<file path="src/rtl/wb_write_arbiter_pkg.sv">
// Shared register/value types, the LLU result entry, and default sizing for
// the writeback arbiter.
package wb_write_arbiter_pkg;

    typedef logic [4:0]  reg_t;
    typedef logic [31:0] val_t;

    localparam int DEPTH_DEFAULT        = 2;
    localparam int STARVE_LIMIT_DEFAULT = 4;

    typedef struct packed {
        reg_t rd;
        val_t val;
    } llu_entry_t;

    // x0 is hardwired, so it never counts as a pending destination
    function automatic logic [31:0] rd_onehot(input reg_t rd);
        logic [31:0] mask;
        mask = '0;
        if (rd != '0) mask[rd] = 1'b1;
        return mask;
    endfunction

endpackage

</file>
<file path="src/rtl/llu_result_fifo.sv">
// Circular FIFO of long-latency-unit results with a registered busy mask of
// the destination registers still waiting to be written.
module llu_result_fifo
    import wb_write_arbiter_pkg::*;
#(
    parameter int DEPTH = DEPTH_DEFAULT
) (
    input  logic        clk,
    input  logic        rst,
    input  logic        push,
    input  llu_entry_t  push_entry,
    input  logic        pop,
    output logic        full,
    output logic        empty,
    output llu_entry_t  head,
    output logic [31:0] busy_mask
);

    localparam int PTR_W = $clog2(DEPTH);
    localparam int CNT_W = PTR_W + 1;

    llu_entry_t       mem [DEPTH];
    logic [PTR_W-1:0] head_ptr;
    logic [PTR_W-1:0] tail_ptr;
    logic [CNT_W-1:0] count;
    logic [DEPTH-1:0] slot_valid;
    logic [DEPTH-1:0] slot_valid_next;
    logic [31:0]      busy_q;
    logic [31:0]      busy_next;
    logic             do_push;
    logic             do_pop;

    assign full      = (count == CNT_W'(DEPTH));
    assign empty     = (count == '0);
    assign do_push   = push && !full && !rst;
    assign do_pop    = pop && !empty && !rst;
    assign head      = mem[head_ptr];
    assign busy_mask = busy_q;

    // Mask is rebuilt from the post-edge slot contents so it lands with the data
    always_comb begin
        slot_valid_next = slot_valid;
        busy_next       = '0;
        if (do_pop)  slot_valid_next[head_ptr] = 1'b0;
        if (do_push) slot_valid_next[tail_ptr] = 1'b1;
        for (int i = 0; i < DEPTH; i++) begin
            if (slot_valid_next[i]) begin
                if (do_push && (tail_ptr == PTR_W'(i)))
                    busy_next = busy_next | rd_onehot(push_entry.rd);
                else
                    busy_next = busy_next | rd_onehot(mem[i].rd);
            end
        end
    end

    // Pointers wrap for free because DEPTH is a power of two
    always_ff @(posedge clk) begin
        if (rst) begin
            head_ptr   <= '0;
            tail_ptr   <= '0;
            count      <= '0;
            slot_valid <= '0;
            busy_q     <= '0;
        end else begin
            if (do_push) tail_ptr <= tail_ptr + 1'b1;
            if (do_pop)  head_ptr <= head_ptr + 1'b1;
            case ({do_push, do_pop})
                2'b10:   count <= count + 1'b1;
                2'b01:   count <= count - 1'b1;
                default: count <= count;
            endcase
            slot_valid <= slot_valid_next;
            busy_q     <= busy_next;
        end
    end

    always_ff @(posedge clk) begin
        if (do_push) mem[tail_ptr] <= push_entry;
    end

endmodule

</file>
<file path="src/rtl/wb_write_arbiter.sv">
// Shares the single register-file write port between the writeback stage and
// buffered LLU results, stalling the pipeline when an LLU result starves.
module wb_write_arbiter
    import wb_write_arbiter_pkg::*;
#(
    parameter int DEPTH        = DEPTH_DEFAULT,
    parameter int STARVE_LIMIT = STARVE_LIMIT_DEFAULT
) (
    input  logic        clk,
    input  logic        rst,
    input  logic        pipeValid,
    input  reg_t        pipeRd,
    input  val_t        pipeRdVal,
    output logic        pipeStall,
    input  logic        lluValid,
    input  reg_t        lluRd,
    input  val_t        lluRdVal,
    output logic        lluReady,
    output logic        wrEn,
    output reg_t        wrAddr,
    output val_t        wrVal,
    output logic [31:0] busyMask
);

    logic        fifo_full;
    logic        fifo_empty;
    logic        push;
    logic        pop;
    logic        pipe_owns;
    logic        head_owns;
    llu_entry_t  push_entry;
    llu_entry_t  head_entry;
    logic [31:0] fifo_busy;
    logic [3:0]  starve_q;
    logic [3:0]  starve_d;

    assign push_entry = '{rd: lluRd, val: lluRdVal};

    // Ready looks only at registered occupancy; a pop this cycle does not free a slot early
    assign lluReady  = rst || !fifo_full;
    assign push      = lluValid && !fifo_full && !rst;
    assign pipeStall = !rst && !fifo_empty && (starve_q == 4'(STARVE_LIMIT));
    assign pipe_owns = !rst && pipeValid && !pipeStall;
    assign head_owns = !rst && !pipe_owns && !fifo_empty;
    assign pop       = head_owns;
    assign busyMask  = rst ? '0 : fifo_busy;

    llu_result_fifo #(
        .DEPTH (DEPTH)
    ) u_fifo (
        .clk        (clk),
        .rst        (rst),
        .push       (push),
        .push_entry (push_entry),
        .pop        (pop),
        .full       (fifo_full),
        .empty      (fifo_empty),
        .head       (head_entry),
        .busy_mask  (fifo_busy)
    );

    // A popped head targeting x0 is dropped silently; the port then mirrors the pipeline
    always_comb begin
        wrEn   = 1'b0;
        wrAddr = pipeRd;
        wrVal  = pipeRdVal;
        if (pipe_owns) begin
            wrEn = (pipeRd != '0);
        end else if (head_owns && (head_entry.rd != '0)) begin
            wrEn   = 1'b1;
            wrAddr = head_entry.rd;
            wrVal  = head_entry.val;
        end
    end

    always_comb begin
        starve_d = starve_q + 4'd1;
        if (fifo_empty || pop) starve_d = '0;
    end

    always_ff @(posedge clk) begin
        if (rst) starve_q <= '0;
        else     starve_q <= starve_d;
    end

endmodule
</file>
<file path="config.mk">
export PLATFORM = sky130hd
export DESIGN_NAME = wb_write_arbiter
export DESIGN_NICKNAME = d
export VERILOG_FILES = /design/src/rtl/wb_write_arbiter_pkg.sv /design/src/rtl/llu_result_fifo.sv /design/src/rtl/wb_write_arbiter.sv
export SDC_FILE = /design/constraint.sdc
export NUM_CORES = 1
export LEC_CHECK = 0
export CORE_MARGIN = 2
export CORE_UTILIZATION = 45
export CTS_CLUSTER_SIZE = 12
export DETAILED_ROUTE_END_ITERATION = 8
export PLACE_DENSITY = 0.84
export SKIP_LAST_GASP = 1
export SLEW_MARGIN = 20
export SYNTH_ARGS = -nofsm -noshare
export SYNTH_HDL_FRONTEND = slang
export SYNTH_SLANG_ARGS = --single-unit
</file>
<file path="constraint.sdc">
create_clock -name clk -period 2.6 [get_ports clk]
set_clock_uncertainty 0.15 [all_clocks]
set_input_delay 0.65 -clock clk [delete_from_list [all_inputs] [get_ports clk]]
set_output_delay 0.65 -clock clk [all_outputs]
set_load 0.03 [all_outputs]
</file>
======== After elaboration in Yosys (flattened, before gate mapping) ========
Memories as Yosys holds them, arrays and structs flattened. A register that Yosys moved wholly into a read port is not among the register bits.
Index checks and enable logic that the tools add are counted.
cells by class
  add/subtract/negate cells ............... 5
  $mul .................................... 0
  div/mod/pow operators ................... 0
  order comparisons ....................... 10
  equal/unequal tests ..................... 4
  shifts and indexed selects .............. 0
  muxes and demuxes ....................... 35
  bitwise gates (word level) .............. 6
  reductions and logical operators ........ 35
operators with widths
  kind                   count
  $mux W32               14
  $or A32 B32 Y32        2
  $reduce_bool A5 Y1     5
  $logic_and A1 B1 Y1    20
  $lt A5 B6 Y1 const B   3
  $demux W1 S5           3
  $ge A5 B1 Y1 const B   3
  $mux W1                11
  $mux W5                2
  $logic_not A1 Y1       5
  $add A4 B1 Y4 const B  1
  $eq A2 B2 Y1 const B   2
  $eq A4 B3 Y1 const B   1
  $lt A1 B2 Y1 const B   2
  $mux W2                2
  $pmux W2 S2            1
  $add A1 B1 Y1 const B  2
  $add A2 B1 Y2 const B  1
  $and A2 B2 Y2          1
  $demux W1 S1           2
  $eq A2 B1 Y1 const B   1
  $ge A1 B1 Y1 const B   2
  $logic_not A2 Y1       1
  $logic_or A1 B1 Y1     2
  6 further kinds        6
storage, ports and cells
  flip-flop bits (word level) ............. 42
  latch bits .............................. 0
  bits in writable memories ............... 74
  ROM bits ................................ 0
  input port bits ......................... 78
  output and inout bits ................... 72
  word-level logic and storage cells ...... 102
  memories ................................ 1
memories
  memory      words  width  read ports  clocked after memory_dff  write ports  RTL line               text
  u_fifo.mem  2      37     3           1                         1            llu_result_fifo.sv:22  llu_entry_t mem [DEPTH];

======== Logic depth before layout (Yosys ltp) ========
Gate-level depths: netlist of the first run.
  depth after elaboration ................. 18
  gate-level depth with buffers ........... 10
  gate-level depth less buffers ........... 8

======== Cells and area by module ========
A second synthesis of the first run with hierarchy kept.
unflattened totals
  cells, all modules ...................... 443
  area, all modules ....................... 5,492.8 µm²
modules (own cells, without submodules)
  module            times used  cells each  area an instance (µm²)  seq. area each (µm²)
  llu_result_fifo   1           335         4,566.9                 3,002.9
  wb_write_arbiter  1           108         925.9                   80.1

======== Least setup slack after synthesis of the first run ========
No wires, ideal clock.
  kind .................................... input to register
  start ................................... input port lluValid
  end ..................................... memory u_fifo.mem[0][0] (netlist bit), enable pin
  library setup time ...................... 0.415 ns
  arrival ................................. 2.248 ns
  data required time ...................... 2.035 ns
  setup slack ............................. -0.213 ns
  cell stages on the path ................. 4
  path buffers ............................ 1
  cell sequence ........................... nor2b_1 nand3_1 clkinv_1 clkbuf_1
on the way
  cells in the longest elaborated chain, start to end .. 6
ends and longest elaborated chain
  what                              RTL line                text
  from (decl)                       wb_write_arbiter.sv:15  input logic lluValid,
  $logic_and A1 B1 Y1 (2 in a row)  wb_write_arbiter.sv:41  assign push = lluValid && !fifo_full && !rst;
  $logic_and A1 B1 Y1 (2 in a row)  llu_result_fifo.sv:35   assign do_push = push && !full && !rst;
  $mux W1                           llu_result_fifo.sv:78   if (do_push) mem[tail_ptr] <= push_entry;
  $mux W1 (implied by the code)     llu_result_fifo.sv:78
  to (decl)                         llu_result_fifo.sv:22
Every way passes these cells.

======== Worst setup path in the final report of the first run ========
  start ................................... register u_fifo.count[1]
  end ..................................... output port wrAddr[4]
on the way
  cells in the longest elaborated chain, start to end .. 12
ends and longest elaborated chain
  what                              RTL line                                        text
  from (decl)                       llu_result_fifo.sv:25                           logic [CNT_W-1:0] count;
  from (signal assigned)            llu_result_fifo.sv:68                           2'b10: count <= count + 1'b1;
  from (signal assigned)            llu_result_fifo.sv:69                           2'b01: count <= count - 1'b1;
  from (signal assigned)            llu_result_fifo.sv:70                           default: count <= count;
  $logic_not A2 Y1 *                llu_result_fifo.sv:34                           assign empty = (count == '0);
  $logic_not A1 Y1 *                wb_write_arbiter.sv:42, wb_write_arbiter.sv:44
  $logic_and A1 B1 Y1 (2 in a row)  wb_write_arbiter.sv:42                          assign pipeStall = !rst && !fifo_empty && (starve_q == 4'(STARVE_LIMIT));
  $logic_not A1 Y1                  wb_write_arbiter.sv:43                          assign pipe_owns = !rst && pipeValid && !pipeStall;
  $logic_and A1 B1 Y1               wb_write_arbiter.sv:43
  $logic_not A1 Y1                  wb_write_arbiter.sv:44                          assign head_owns = !rst && !pipe_owns && !fifo_empty;
  $logic_and A1 B1 Y1 (2 in a row)  wb_write_arbiter.sv:44
  $logic_and A1 B1 Y1               wb_write_arbiter.sv:69                          end else if (head_owns && (head_entry.rd != '0)) begin
  $mux W5                           wb_write_arbiter.sv:69
  $mux W5 *                         wb_write_arbiter.sv:67                          if (pipe_owns) begin
  to (decl)                         wb_write_arbiter.sv:20                          output reg_t wrAddr,
Every way passes the cells marked *; elsewhere a longest branch is shown, timed or not.

==> results by stage, run 1 <==
GRT:
- The pin count of the biggest net entering global routing is 56.
- The first-pass GRT wire length is 30.0 mm.
- For this run the aggregate overflow at the end of global routing stands at 0.
- The initial antenna violation count was 0.
- For this run, the total global-route usage over all layers was measured as 0.281.
- The via count of the first global-routing pass is 5,536.

Route:
- The detailed router placed 5,695 vias in this run.
- The number of DRC markers in iteration 0 is 603.
- In the final routed layout, each cell accounts on average for 21.7 um.
- For this run, the detailed router's first-pass iteration total came to 6.
- The detailed-route wire length is just over 20 mm.
- After detailed routing, the number of vias per cell comes to 5.97.
- For this run, design rule violations remaining after detail routing come to 0.
- Once detail routing completed, the nets flagged for antenna violations numbered 0.

Clocking:
- The later pin in the worst-skew pair is clocked with a latency of 420 ps.
- Counting every sink on the clock net gives 117.
- TritonCTS built the clock tree.
- The number of buffers between clock root and the deepest sink is 2.
- Buffers inserted during clock tree synthesis total 17.
- The cell at the root of the clock tree is sky130_fd_sc_hd__clkbuf_16.
- The clock-pin slew reported for the worst setup and hold paths after clock tree synthesis is 60 ps.
- The CTS H-tree depth is 4.

Critical path:
- The type of origin of the critical path is a flip-flop.
- The worst setup path is of the reg2out kind.
- The critical path arrival is around 2300 ps.
- The worst setup path is captured at an output pin.
- Of all nets on the critical path, the largest fanout is 8.
- At the worst endpoint, the required time is 1800 ps.

Place:
- The global placement routability congestion is around 0.95.
- Detailed placement finished with a half-perimeter wire length of about 13 mm.
- The placed instance area is around 8000 sq um.
- The number of cells after detailed placement is 897.
- The number of buffers added on ports is around 150.

Finish:
- Of the cells placed in the final design, the portion with a size suffix greater than 1 is 0.303.
- In the layout the commonest cells are 92 x sky130_fd_sc_hd__buf_4, 75 x sky130_fd_sc_hd__clkdlybuf4s50_1, 74 x sky130_fd_sc_hd__edfxtp_1.
- Once layout is done, the placed cells without fillers occupy 9230 sq um.
- The count of cells in the finished layout, fillers not included, comes to 954.
- The repair_antennas step left the layout with diodes totalling 0.
- The most common library cell in the layout ignoring fill and taps is sky130_fd_sc_hd__buf_4.
- The number of nets in the finished design is 850.
- The area added between synthesis and finish is 56.5%.

Timing:
- The final hold violation count is 0.
- The share of the clock period used by the worst path is 1.19.
- The achievable frequency is 324 MHz.
- Setup repair after global routing could not meet its margin everywhere.
- The worst path in the final design needs a cycle of approximately 3000 ps, including I/O delays and setup.
- Hold is met by around 370 ps.
- Setup slack on the critical path of the routed design comes to -486 ps.
- The slew at the pin with the worst max-slew slack is 569 ps.
- The number of max-slew violations in the final report came to 0.
- Measured against its own limit, the worst slew margin works out to 0.621.
- Setup violations remaining at the end of the flow were counted as 38.

Synth:
- The register bit total from synthesis is 117.
- The net count of the mapped netlist is approximately 640.
- For this run, the register share of the synthesized area comes to 0.523.
- The synthesized design contains 74 enable-type register cells.
- The share of synthesized registers carrying an async set or reset is 0.
- The mapped netlist covers 5900 sq um.
- After technology mapping, the gate count stands at between 500 and 600.
- The most used flip-flop cell after synthesis is sky130_fd_sc_hd__edfxtp_1.
- The mean instance size in the synthesized netlist is about 11 sq um.
- The count of unique library cells instantiated by Yosys is 50.
- The synthesis warning total is 0.

Outcome:
- The checks that failed: setup timing.
- The run finished, with violations left.

Floorplan:
- The effective utilization at floorplan is 0.464.
- In this run the vertical extent of the chip is about 120 um.
- The floorplan step defined a die boundary enclosing between 10,000 and 15,000 sq um.
- The area of the placeable core is 12,700 sq um.
- The boundary pin count is 150.
- The width of the die is 118 um.
- The row count is a little over 40.

Worst hold path:
- The tightest min-delay check is of the reg2reg type.

Pwr:
- The power density normalized to cell area is 598 nW/um^2.
- VDD sags by at most 0.456 mV.
- For this design the static power due to leakage is 0.00354 uW.

Job:
- The number of max-cap violations is 0.
-- worst paths after layout --
path	depth (start not counted)	from	endpoint	slack (ps)
worst max-delay path	8	u_fifo.count[1]	wrAddr[4]	-490
worst max register to register	10	starve_q[1]	u_fifo.count[1]	250
worst min register to register	2	starve_q[0]	starve_q[0]	370
worst min-delay path	2	starve_q[0]	starve_q[0]	370
-- registers in the layout, summed over array words and instances, names as in the netlist, named ones only --
signal and flops:
u_fifo.count 2, u_fifo.head_ptr 1, starve_q 4, u_fifo.busy_mask 32
u_fifo.tail_ptr 1, u_fifo.mem 74, u_fifo.slot_valid 2
-- layer usage --
metal	GRT usage	vias up	wire [um]
met2	0.461	358	10200
met3	0.0714	80	1850
met5	0	-	0
met4	0.138	0	948
li1	-	2530	-
met1	0.344	2727	7710
-- logic make-up after synthesis --
kind of cell / Yosys count / synth area share
buf+inv: 57 / 0.0445
simple gates: 199 / 0.182
mux: 59 / 0.100
compound gates: 119 / 0.135
xor+xnor: 6 / 0.00891
flops: 117 / 0.523
other cells: 1 / 0.000636
fa+ha+maj: 3 / 0.00636
-- power breakdown --
part	leakage [uW]	internal, uW	switching, uW	total (uW)
clock network	0.000271	1340	915	2250
logic	0.00224	532	628	1160
registers	0.00103	2060	43.0	2110
total	0.00354	3930	1590	5520
-- critical path, stage by stage (launching register included) --
cell,delay (ps)
sky130_fd_sc_hd__dfxtp_2,370
sky130_fd_sc_hd__nor2_2,380
sky130_fd_sc_hd__a211oi_4,90
sky130_fd_sc_hd__buf_6,150
sky130_fd_sc_hd__buf_12,140
sky130_fd_sc_hd__buf_6,130
sky130_fd_sc_hd__buf_4,140
sky130_fd_sc_hd__a31oi_1,300
sky130_fd_sc_hd__buf_12,170
-- cell usage after synthesis (3+ instances only) --
cell type	number	area (sq um)
sky130_fd_sc_hd__edfxtp_1	74	2220
sky130_fd_sc_hd__mux2i_1	58	581
sky130_fd_sc_hd__nor2_1	46	173
sky130_fd_sc_hd__dfxtp_1	43	861
sky130_fd_sc_hd__nor2b_1	43	269
sky130_fd_sc_hd__nand3_1	42	210
sky130_fd_sc_hd__a21oi_1	39	195
sky130_fd_sc_hd__a31oi_1	37	231
sky130_fd_sc_hd__o221ai_1	24	210
sky130_fd_sc_hd__clkbuf_1	20	75.1
sky130_fd_sc_hd__buf_2	18	90.1
sky130_fd_sc_hd__nand2_1	12	45.0
sky130_fd_sc_hd__inv_1	10	37.5
sky130_fd_sc_hd__nor3_1	10	50.1
sky130_fd_sc_hd__nand2b_1	7	43.8
sky130_fd_sc_hd__nand3b_1	7	52.6
sky130_fd_sc_hd__nand4_1	7	43.8
sky130_fd_sc_hd__and3_1	4	25.0
sky130_fd_sc_hd__nor3b_1	4	30.0
sky130_fd_sc_hd__o211ai_1	4	30.0
sky130_fd_sc_hd__xnor2_1	4	35.0
sky130_fd_sc_hd__and2_1	3	18.8
sky130_fd_sc_hd__buf_1	3	11.3
sky130_fd_sc_hd__buf_4	3	22.5
sky130_fd_sc_hd__ha_1	3	37.5
sky130_fd_sc_hd__o21ai_0	3	15.0
sky130_fd_sc_hd__o22ai_1	3	18.8
sky130_fd_sc_hd__or3_1	3	18.8
sky130_fd_sc_hd__or3b_2	3	26.3
-- cell type report --
cell class,count,area [sq um]
multi-input cells,387,2860
clock buffers,17,425
fillers,857,3490
repair buffers,235,2450
clock inverters,15,145
flip-flops and latches,117,3090
well taps,172,215
inverters,11,41.3
-- per-stage QoR --
stage               utilization  setup WS (ps)  setup TNS, ps  power (uW)
finish                    0.725           -486         -14340        5520
global route              0.725           -558         -17470        5700
CTS                       0.708           -409         -14030        5470
detailed placement        0.630           -416         -12340        3120
global placement          0.630           -329         -11340        3100
floorplan                     -          -18.0          -36.0        2650
-- repair_timing --
item / CTS / global route
gates resized for setup: 56 / 37
hold buffers: 0 / 0
buffers inserted: 14 / 6
pin swaps: 7 / 4
setup endpoints to repair: 46 / 42
cloned: 5 / 3
Note: power is estimated with default switching activity, not from simulation.
==> inputs of run 2 (changes only) <==
- CORE_MARGIN: 2 -> default
==> results by stage, run 2 (synthesized netlist as in run 1, its figures left out) <==
Finish:
- Commonest non-fill, non-tap cells in the layout: 106 x sky130_fd_sc_hd__buf_4, 75 x sky130_fd_sc_hd__clkdlybuf4s50_1, 74 x sky130_fd_sc_hd__edfxtp_1 (was 92 x sky130_fd_sc_hd__buf_4, 75 x sky130_fd_sc_hd__clkdlybuf4s50_1, 74 x sky130_fd_sc_hd__edfxtp_1).
- The number of nets in the finished design is 848 (was 850).
- The post-layout instance count excluding filler cells is 953 (was 954).
- The area added between synthesis and finish is 56.9% (was 56.5%).
- The share of cells above drive strength 1 is 0.319 (was 0.303).
- The flip-flop count of the largest register after layout is 74 (unchanged).
- The post-layout instance area is 9250 sq um (was 9230 sq um).
- The filler cell count in the final layout is 849 (was 857).
- The most common library cell in the layout ignoring fill and taps is sky130_fd_sc_hd__buf_4 (unchanged).
- The register containing the most flip-flops in the final layout is u_fifo.mem (unchanged).

Critical path:
- The endpoint required time on the critical path was 1800 ps (about the same).
- The type of origin of the critical path is a flip-flop (unchanged).
- The critical path arrival was 2490 ps (was 2290 ps).
- In this design, the critical path's most frequently occurring cell is sky130_fd_sc_hd__buf_12.
- The worst setup path category is reg2out (unchanged).
- The highest fanout seen on the critical path came to 59 (was 8).
- The endpoint type of the worst setup path was an output pin (unchanged).
- The highest cell delay on the worst timing path came to 510 ps (was 380 ps).
- Chain of cells forming the critical path: nor3_1 -> a32oi_4 -> buf_12 -> a21oi_1 -> a31oi_1 -> buf_4 -> buf_12 (was nor2_2 -> a211oi_4 -> buf_6 -> buf_12 -> buf_6 -> buf_4 -> a31oi_1 -> buf_12).
- The cell with the largest stage delay on the worst path is sky130_fd_sc_hd__nor3_1 (was sky130_fd_sc_hd__nor2_2).

Timing:
- The final number of setup-violating endpoints is 38 (unchanged).
- The slew at the pin with the worst max-slew slack came to 557 ps (was 569 ps).
- Setup repair after global routing missed its margin: yes (unchanged).
- The final hold violation count is 0 (unchanged).
- The worst slew slack as a fraction of its limit was 0.625 (was 0.621).
- The achievable frequency is 304 MHz (was 324 MHz).
- The worst-case hold slack is 372 ps (was 371 ps).
- The time the final worst path needs with I/O delays and setup came to 3290 ps (was 3090 ps).
- The final worst slack is -686 ps (was -486 ps).
- The number of max-slew violations in the final report is 0 (unchanged).
- The sum of negative setup slack is -20,440 ps (was -14,340 ps).
- The share of the clock period used by the worst path came to 1.26 (was 1.19).

GRT:
- The met2 track demand over resource in global routing is 0.528 (was 0.461).
- The met1 track utilization from global routing was 0.370 (was 0.344).
- The pin count of the biggest net entering global routing is 60 (was 56).
- The first-pass GRT wire length is 30.8 mm (was 30.0 mm).
- The overall global routing resource usage is 0.317 (was 0.281).
- The global-route layer with the greatest usage is met2 (unchanged).
- The fraction of met3 tracks used by global routing is 0.0861 (was 0.0714).
- The residual overflow from global routing is 0 (unchanged).
- The initial antenna violation count is 2 (was 0).
- The via count of the first global-routing pass is 5,544 (was 5,536).

Clocking:
- The number of buffers between clock root and the deepest sink came to 2 (unchanged).
- The cell at the root of the clock tree is sky130_fd_sc_hd__clkbuf_16 (unchanged).
- The count of clock tree sinks is 117 (unchanged).
- The clock tree from TritonCTS is done (unchanged).
- The clock insertion delay at the later pin of the skew report came to 430 ps (was 420 ps).
- The number of buffers created by CTS is 17 (unchanged).
- The CTS H-tree depth is 4 (unchanged).
- The clock-pin slew reported for the worst setup and hold paths after clock tree synthesis is 60 ps (about the same).

Place:
- The placed instance area is 8090 sq um (was 8020 sq um).
- The number of buffers added on ports is 149 (unchanged).
- The number of cells after detailed placement is 902 (was 897).
- The global placement routability congestion is 0.918 (was 0.954).
- The worst setup slack before clock tree synthesis was -428 ps (was -416 ps).
- The HPWL after detailed placement was 12.9 mm (was 12.6 mm).

Route:
- The total number of vias came to 5,643 (was 5,695).
- The number of DRC markers in iteration 0 is 473 (was 603).
- The residual DRC count is 0 (unchanged).
- The detailed-route wire length came to 21.3 mm (was 20.7 mm).
- The average wire per standard cell is 22.3 um (was 21.7 um).
- The per-cell via count in the routed design was 5.92 (was 5.97).
- The post-route antenna net violation count was 0 (unchanged).
- The number of search-and-repair iterations in the first detailed-routing pass is 6 (unchanged).

Floorplan:
- The die outline height is 116 um (was 118 um).
- The width of the die is 116 um (was 118 um).
- The effective utilization at floorplan came to 0.464 (unchanged).
- The area of the placeable core is 12,700 sq um (unchanged).
- The boundary pin count is 150 (unchanged).
- The row count is 41 (unchanged).
- The full die area is 13,600 sq um (was 14,000 sq um).

Outcome:
- Violated checks: setup timing (unchanged).
- Status: complete, but fails checks (unchanged).

Job:
- The number of max-cap violations is 0 (unchanged).

Worst hold path:
- The type of the most critical hold path is reg2reg (unchanged).

Pwr:
- The static leakage is 0.00345 uW (was 0.00354 uW).
- The power density normalized to cell area is 610 nW/um^2 (was 598 nW/um^2).
- The maximum ir drop on the vdd rail was 0.519 mV (was 0.456 mV).
==> run 2: cell types whose count changed in the layout (fill, tap and decap cells not counted), moves of 7 or more <==
cell                            before  now
sky130_fd_sc_hd__a21oi_1            31   18
sky130_fd_sc_hd__a21oi_2             5   13
sky130_fd_sc_hd__a31oi_1            16   23
sky130_fd_sc_hd__a31oi_2            19   10
sky130_fd_sc_hd__buf_12             20   28
sky130_fd_sc_hd__buf_4              92  106
sky130_fd_sc_hd__buf_6              27   20
sky130_fd_sc_hd__dlygate4sd2_1       9    1
==> run 2: routing by layer <==
| metal | part of all wire | vias up |
|---|---|---|
| met5 | 0 | - |
| met4 | 0.047 | 0 |
| met3 | 0.081 | 72 |
| met2 | 0.51 | 316 |
| met1 | 0.37 | 2726 |
| li1 | - | 2529 |
==> run 2: final timing paths <==
path                                         from              end  slack, ps  depth (start not counted)
worst max-delay path            u_fifo.mem[1][34]        wrAddr[4]       -690                          7
worst min-delay path                  starve_q[0]      starve_q[0]        370                          2
worst min register to register        starve_q[0]      starve_q[0]        370                          2
worst max register to register        starve_q[0]  u_fifo.count[1]        130                         10
==> run 2: layout make-up <==
type / count / area [sq um] / share of cell area
flip-flops and latches: 117 / 3090 / 0.334
clock inverters: 15 / 170 / 0.0184
multi-input cells: 387 / 2910 / 0.315
inverters: 11 / 41.3 / 0.00446
repair buffers: 233 / 2400 / 0.259
well taps: 172 / 215 / 0.0233
diodes: 1 / 2.50 / 0.000270
clock buffers: 17 / 425 / 0.0460
==> run 2: timing repair <==
action	in CTS	in global routing
hold buffers	0	0
setup buffers	9	7
pin swaps	12	14
gates resized for setup	53	29
cloned	6	0
setup endpoints to repair	39	40
==> run 2: worst max-delay path: cells and delay by family, from the launching register on <==
| family | cells | cell delay, ps |
|---|---|---|
| AO/OA/AOI/OAI | 3 | 560 |
| AND/OR/NAND/NOR | 1 | 510 |
| flip-flops | 1 | 400 |
| buffers and inverters | 3 | 560 |
==> run 2: per-stage QoR <==
step / total power, uW / utilization
floorplan: 2650 / -
global placement: 3090 / 0.636
detailed placement: 3120 / 0.636
CTS: 5570 / 0.715
global route: 5790 / 0.727
finish: 5650 / 0.727
==> run 2: report_power, final <==
group | switching [uW] | leakage, uW | total [uW] | internal, uW
Sequential | 41.6 | 0.00103 | 2100 | 2060
Clock | 945 | 0.000281 | 2380 | 1430
Combinational | 640 | 0.00214 | 1160 | 524
Total | 1630 | 0.00345 | 5650 | 4020
==> inputs of run 3 (changes only) <==
- clock period: 2.6 -> 2.8 ns (I/O delays scaled with it)
==> results by stage, run 3 (synthesized netlist as in run 1, its figures left out) <==
Outcome:
- Status: complete, but fails checks (unchanged).
- Violated checks: setup timing (unchanged).

GRT:
- The first-pass GRT wire length came to 29.9 mm (was 30.8 mm).
- The residual overflow from global routing was 0 (unchanged).
- The overall global routing resource usage was 0.305 (was 0.317).
- The via count of the first global-routing pass is 5,522 (was 5,544).
- The initial antenna violation count is 1 (was 2).
- The pin count of the biggest net entering global routing is 38 (was 60).

Route:
- The routed length on met2 is 10.1 mm (was 10.7 mm).
- The uppermost metal layer occupied by signal nets is met4 (unchanged).
- The routed metal-1 wire length is 7.70 mm (was 7.80 mm).
- The residual DRC count is 0 (unchanged).
- The post-route antenna net violation count is 0 (unchanged).
- The per-cell via count in the routed design came to 6.10 (was 5.92).
- The total number of vias is 5,695 (was 5,643).
- The number of search-and-repair iterations in the first detailed-routing pass is 6 (unchanged).
- The average wire per standard cell is 22.6 um (was 22.3 um).
- The number of DRC markers in iteration 0 is 771 (was 473).
- The detailed-route wire length is 21.1 mm (was 21.3 mm).
- The detailed route wirelength on metal3 is 2.22 mm (was 1.72 mm).

Timing:
- The achievable frequency is 314 MHz.
- The final number of setup-violating endpoints is 38 (unchanged).
- The final hold violation count is 0 (unchanged).
- The worst-case hold slack is 377 ps (was 372 ps).
- Setup repair after global routing missed its margin: yes (unchanged).
- The worst slew slack as a fraction of its limit is 0.655 (was 0.625).
- The number of max-slew violations in the final report came to 0 (unchanged).
- The final worst slack came to -389 ps (was -686 ps).
- The worst path in the final design needs a cycle of roughly 3200 ps, including I/O delays and setup.
- In the finished design, the share of the clock period the worst path needs comes to 1.14.
- The slew at the pin with the worst max-slew slack was 518 ps (was 557 ps).

Critical path:
- The worst setup path category is reg2out (unchanged).
- The endpoint type of the worst setup path was an output pin (unchanged).
- The critical path arrival is 2340 ps (was 2490 ps).
- The destination of the worst register-to-register timing path is u_fifo.count[1] (unchanged).
- The endpoint required time on the critical path is 1950 ps (was 1800 ps).
- The type of origin of the critical path was a flip-flop (unchanged).
- The highest fanout seen on the critical path was 8 (was 59).
- The length in cells of the worst reg-to-reg path came to 11 (was 10).
- The worst-case register-to-register setup slack came to 260 ps (was 130 ps).
- The startpoint of the most critical setup path is u_fifo.count[0] (was u_fifo.mem[1][34]).
- The startpoint of the worst-slack reg-to-reg timing path is starve_q[1] (was starve_q[0]).

Finish:
- The share of cells above drive strength 1 came to 0.241 (was 0.319).
- The flip-flop count of the largest register after layout came to 74 (unchanged).
- Commonest non-fill, non-tap cells in the layout: 102 x sky130_fd_sc_hd__clkdlybuf4s50_1, 74 x sky130_fd_sc_hd__edfxtp_1, 70 x sky130_fd_sc_hd__buf_4 (was 106 x sky130_fd_sc_hd__buf_4, 75 x sky130_fd_sc_hd__clkdlybuf4s50_1, 74 x sky130_fd_sc_hd__edfxtp_1).
- The area occupied by multi-input gates is 2830 sq um (was 2910 sq um).
- The filler cell count in the final layout came to 863 (was 849).
- The most common library cell in the layout ignoring fill and taps was sky130_fd_sc_hd__clkdlybuf4s50_1 (was sky130_fd_sc_hd__buf_4).
- The area added between synthesis and finish came to 53.7% (was 56.9%).
- The register containing the most flip-flops in the final layout is u_fifo.mem (unchanged).
- The number of nets in the finished design was 829 (was 848).
- The area taken by flip-flops and latches came to 3090 sq um (unchanged).

Clocking:
- The CTS H-tree depth is 4 (unchanged).
- The cell at the root of the clock tree is sky130_fd_sc_hd__clkbuf_16 (unchanged).
- The number of buffers between clock root and the deepest sink was 2 (unchanged).
- The clock tree from TritonCTS is done (unchanged).
- The clock insertion delay at the later pin of the skew report came to 410 ps (was 430 ps).
- The count of clock tree sinks was 117 (unchanged).
- The clock-pin slew reported for the worst setup and hold paths after clock tree synthesis is 60 ps (about the same).
- The number of buffers created by CTS was 17 (unchanged).
- The hold-fix buffer count after cts came to 0 (unchanged).

Floorplan:
- The area of the placeable core came to 12,700 sq um (unchanged).
- The row count was 41 (unchanged).
- The boundary pin count was 150 (unchanged).
- The full die area came to 13,600 sq um (unchanged).
- The effective utilization at floorplan is 0.464 (unchanged).
- The width of the die was 116 um (unchanged).
- The die outline height came to 116 um (unchanged).

Place:
- The number of buffers added on ports came to 149 (unchanged).
- The worst setup slack before clock tree synthesis is -303 ps (was -428 ps).
- The HPWL after detailed placement is 12.2 mm (was 12.9 mm).
- The global placement routability congestion is 0.946 (was 0.918).

Worst hold path:
- The number of cells traversed by the worst hold path came to 2 (unchanged).
- The endpoint of the worst hold path is starve_q[0] (unchanged).
- The startpoint of the worst hold path is starve_q[0] (unchanged).
- The type of the most critical hold path is reg2reg (unchanged).

Pwr:
- The maximum ir drop on the vdd rail was 0.524 mV (was 0.519 mV).
- The internal power contribution is 3870 uW (was 4020 uW).
- The net switching power figure is 1440 uW (was 1630 uW).
- The proportion of power drawn by flip-flops and latches is 0.369 (was 0.373).
- The switching part of the total power is 0.272 (was 0.288).
- The sum of internal, switching and leakage power came to 5310 uW (was 5650 uW).
- The static leakage is 0.00333 uW (was 0.00345 uW).
- The proportion of power drawn by the clock network is 0.437 (was 0.421).
- The power density normalized to cell area was 586 nW/um^2 (was 610 nW/um^2).
- The combinational group share of total power was 0.194 (was 0.206).

Job:
- The number of max-cap violations is 0 (unchanged).
-- run 3: cell types whose count changed in the layout (fill, tap and decap cells not counted), moves of 5 or more --
cell and delta:
sky130_fd_sc_hd__buf_4 -36, sky130_fd_sc_hd__clkdlybuf4s50_1 +27, sky130_fd_sc_hd__buf_12 -17, sky130_fd_sc_hd__buf_6 -9, sky130_fd_sc_hd__a21oi_1 +8, sky130_fd_sc_hd__a31oi_2 -8, sky130_fd_sc_hd__a31oi_1 +6, sky130_fd_sc_hd__buf_8 +5
-- run 3: worst max-delay path, stage by stage (launching register included) --
cell	delay (ps)
sky130_fd_sc_hd__dfxtp_1	420
sky130_fd_sc_hd__nor2_2	330
sky130_fd_sc_hd__a211oi_4	80
sky130_fd_sc_hd__buf_6	150
sky130_fd_sc_hd__buf_4	150
sky130_fd_sc_hd__clkbuf_16	160
sky130_fd_sc_hd__buf_4	150
sky130_fd_sc_hd__a31oi_1	250
sky130_fd_sc_hd__buf_4	220
-- run 3: power groups by stage --
stage / clock network, uW / registers, uW / logic [uW]
3_3_place_gp: 0 / 1980 / 812
5_1_grt: 2420 / 1960 / 1070
3_5_place_dp: 0 / 1990 / 832
2_1_floorplan: 0 / 1970 / 473
4_1_cts: 2340 / 1950 / 927
6_report: 2320 / 1960 / 1030
-- run 3: area by class of cell --
| class | count | area share |
|---|---|---|
| clock buffers | 18 | 0.0473 |
| inverters | 11 | 0.00455 |
| clock inverters | 13 | 0.0217 |
| multi-input cells | 387 | 0.312 |
| repair buffers | 214 | 0.250 |
| diodes | 1 | 0.000276 |
| flip-flops and latches | 117 | 0.341 |
| well taps | 172 | 0.0237 |
-- run 3: worst max-delay path by stage --
stage / endpoint / slack (ps) / cells after the start
2_1_floorplan: wrAddr[0] / 80 / 8
3_3_place_gp: wrVal[7] / -250 / 6
3_5_place_dp: wrVal[24] / -300 / 6
4_1_cts: wrAddr[1] / -210 / 10
5_1_grt: wrVal[2] / -430 / 10
6_report: wrVal[23] / -390 / 8
-- run 3: metal layers --
metal | up-vias | track usage
met5 | - | 0
met4 | 0 | 0.168
met3 | 98 | 0.0794
met2 | 428 | 0.493
met1 | 2684 | 0.371
li1 | 2485 | -
-- run 3: per-stage QoR --
step                setup TNS (ps)  cell area, sq um   util  std cells
CTS                          -6430              8780  0.690        927
detailed placement           -9060              7730  0.607        880
finish                      -11360              9060  0.713        933
global placement             -8040              7730  0.607        880
floorplan                        0              5900      -        561
global route                -14370              9060  0.713        933
-- run 3: timing repair --
| action | in CTS | in global routing |
|---|---|---|
| setup buffers | 9 | 4 |
| gates resized for setup | 32 | 42 |
| endpoints found under the setup margin | 38 | 39 |
| gates cloned | 7 | 3 |
| pin swaps | 5 | 18 |
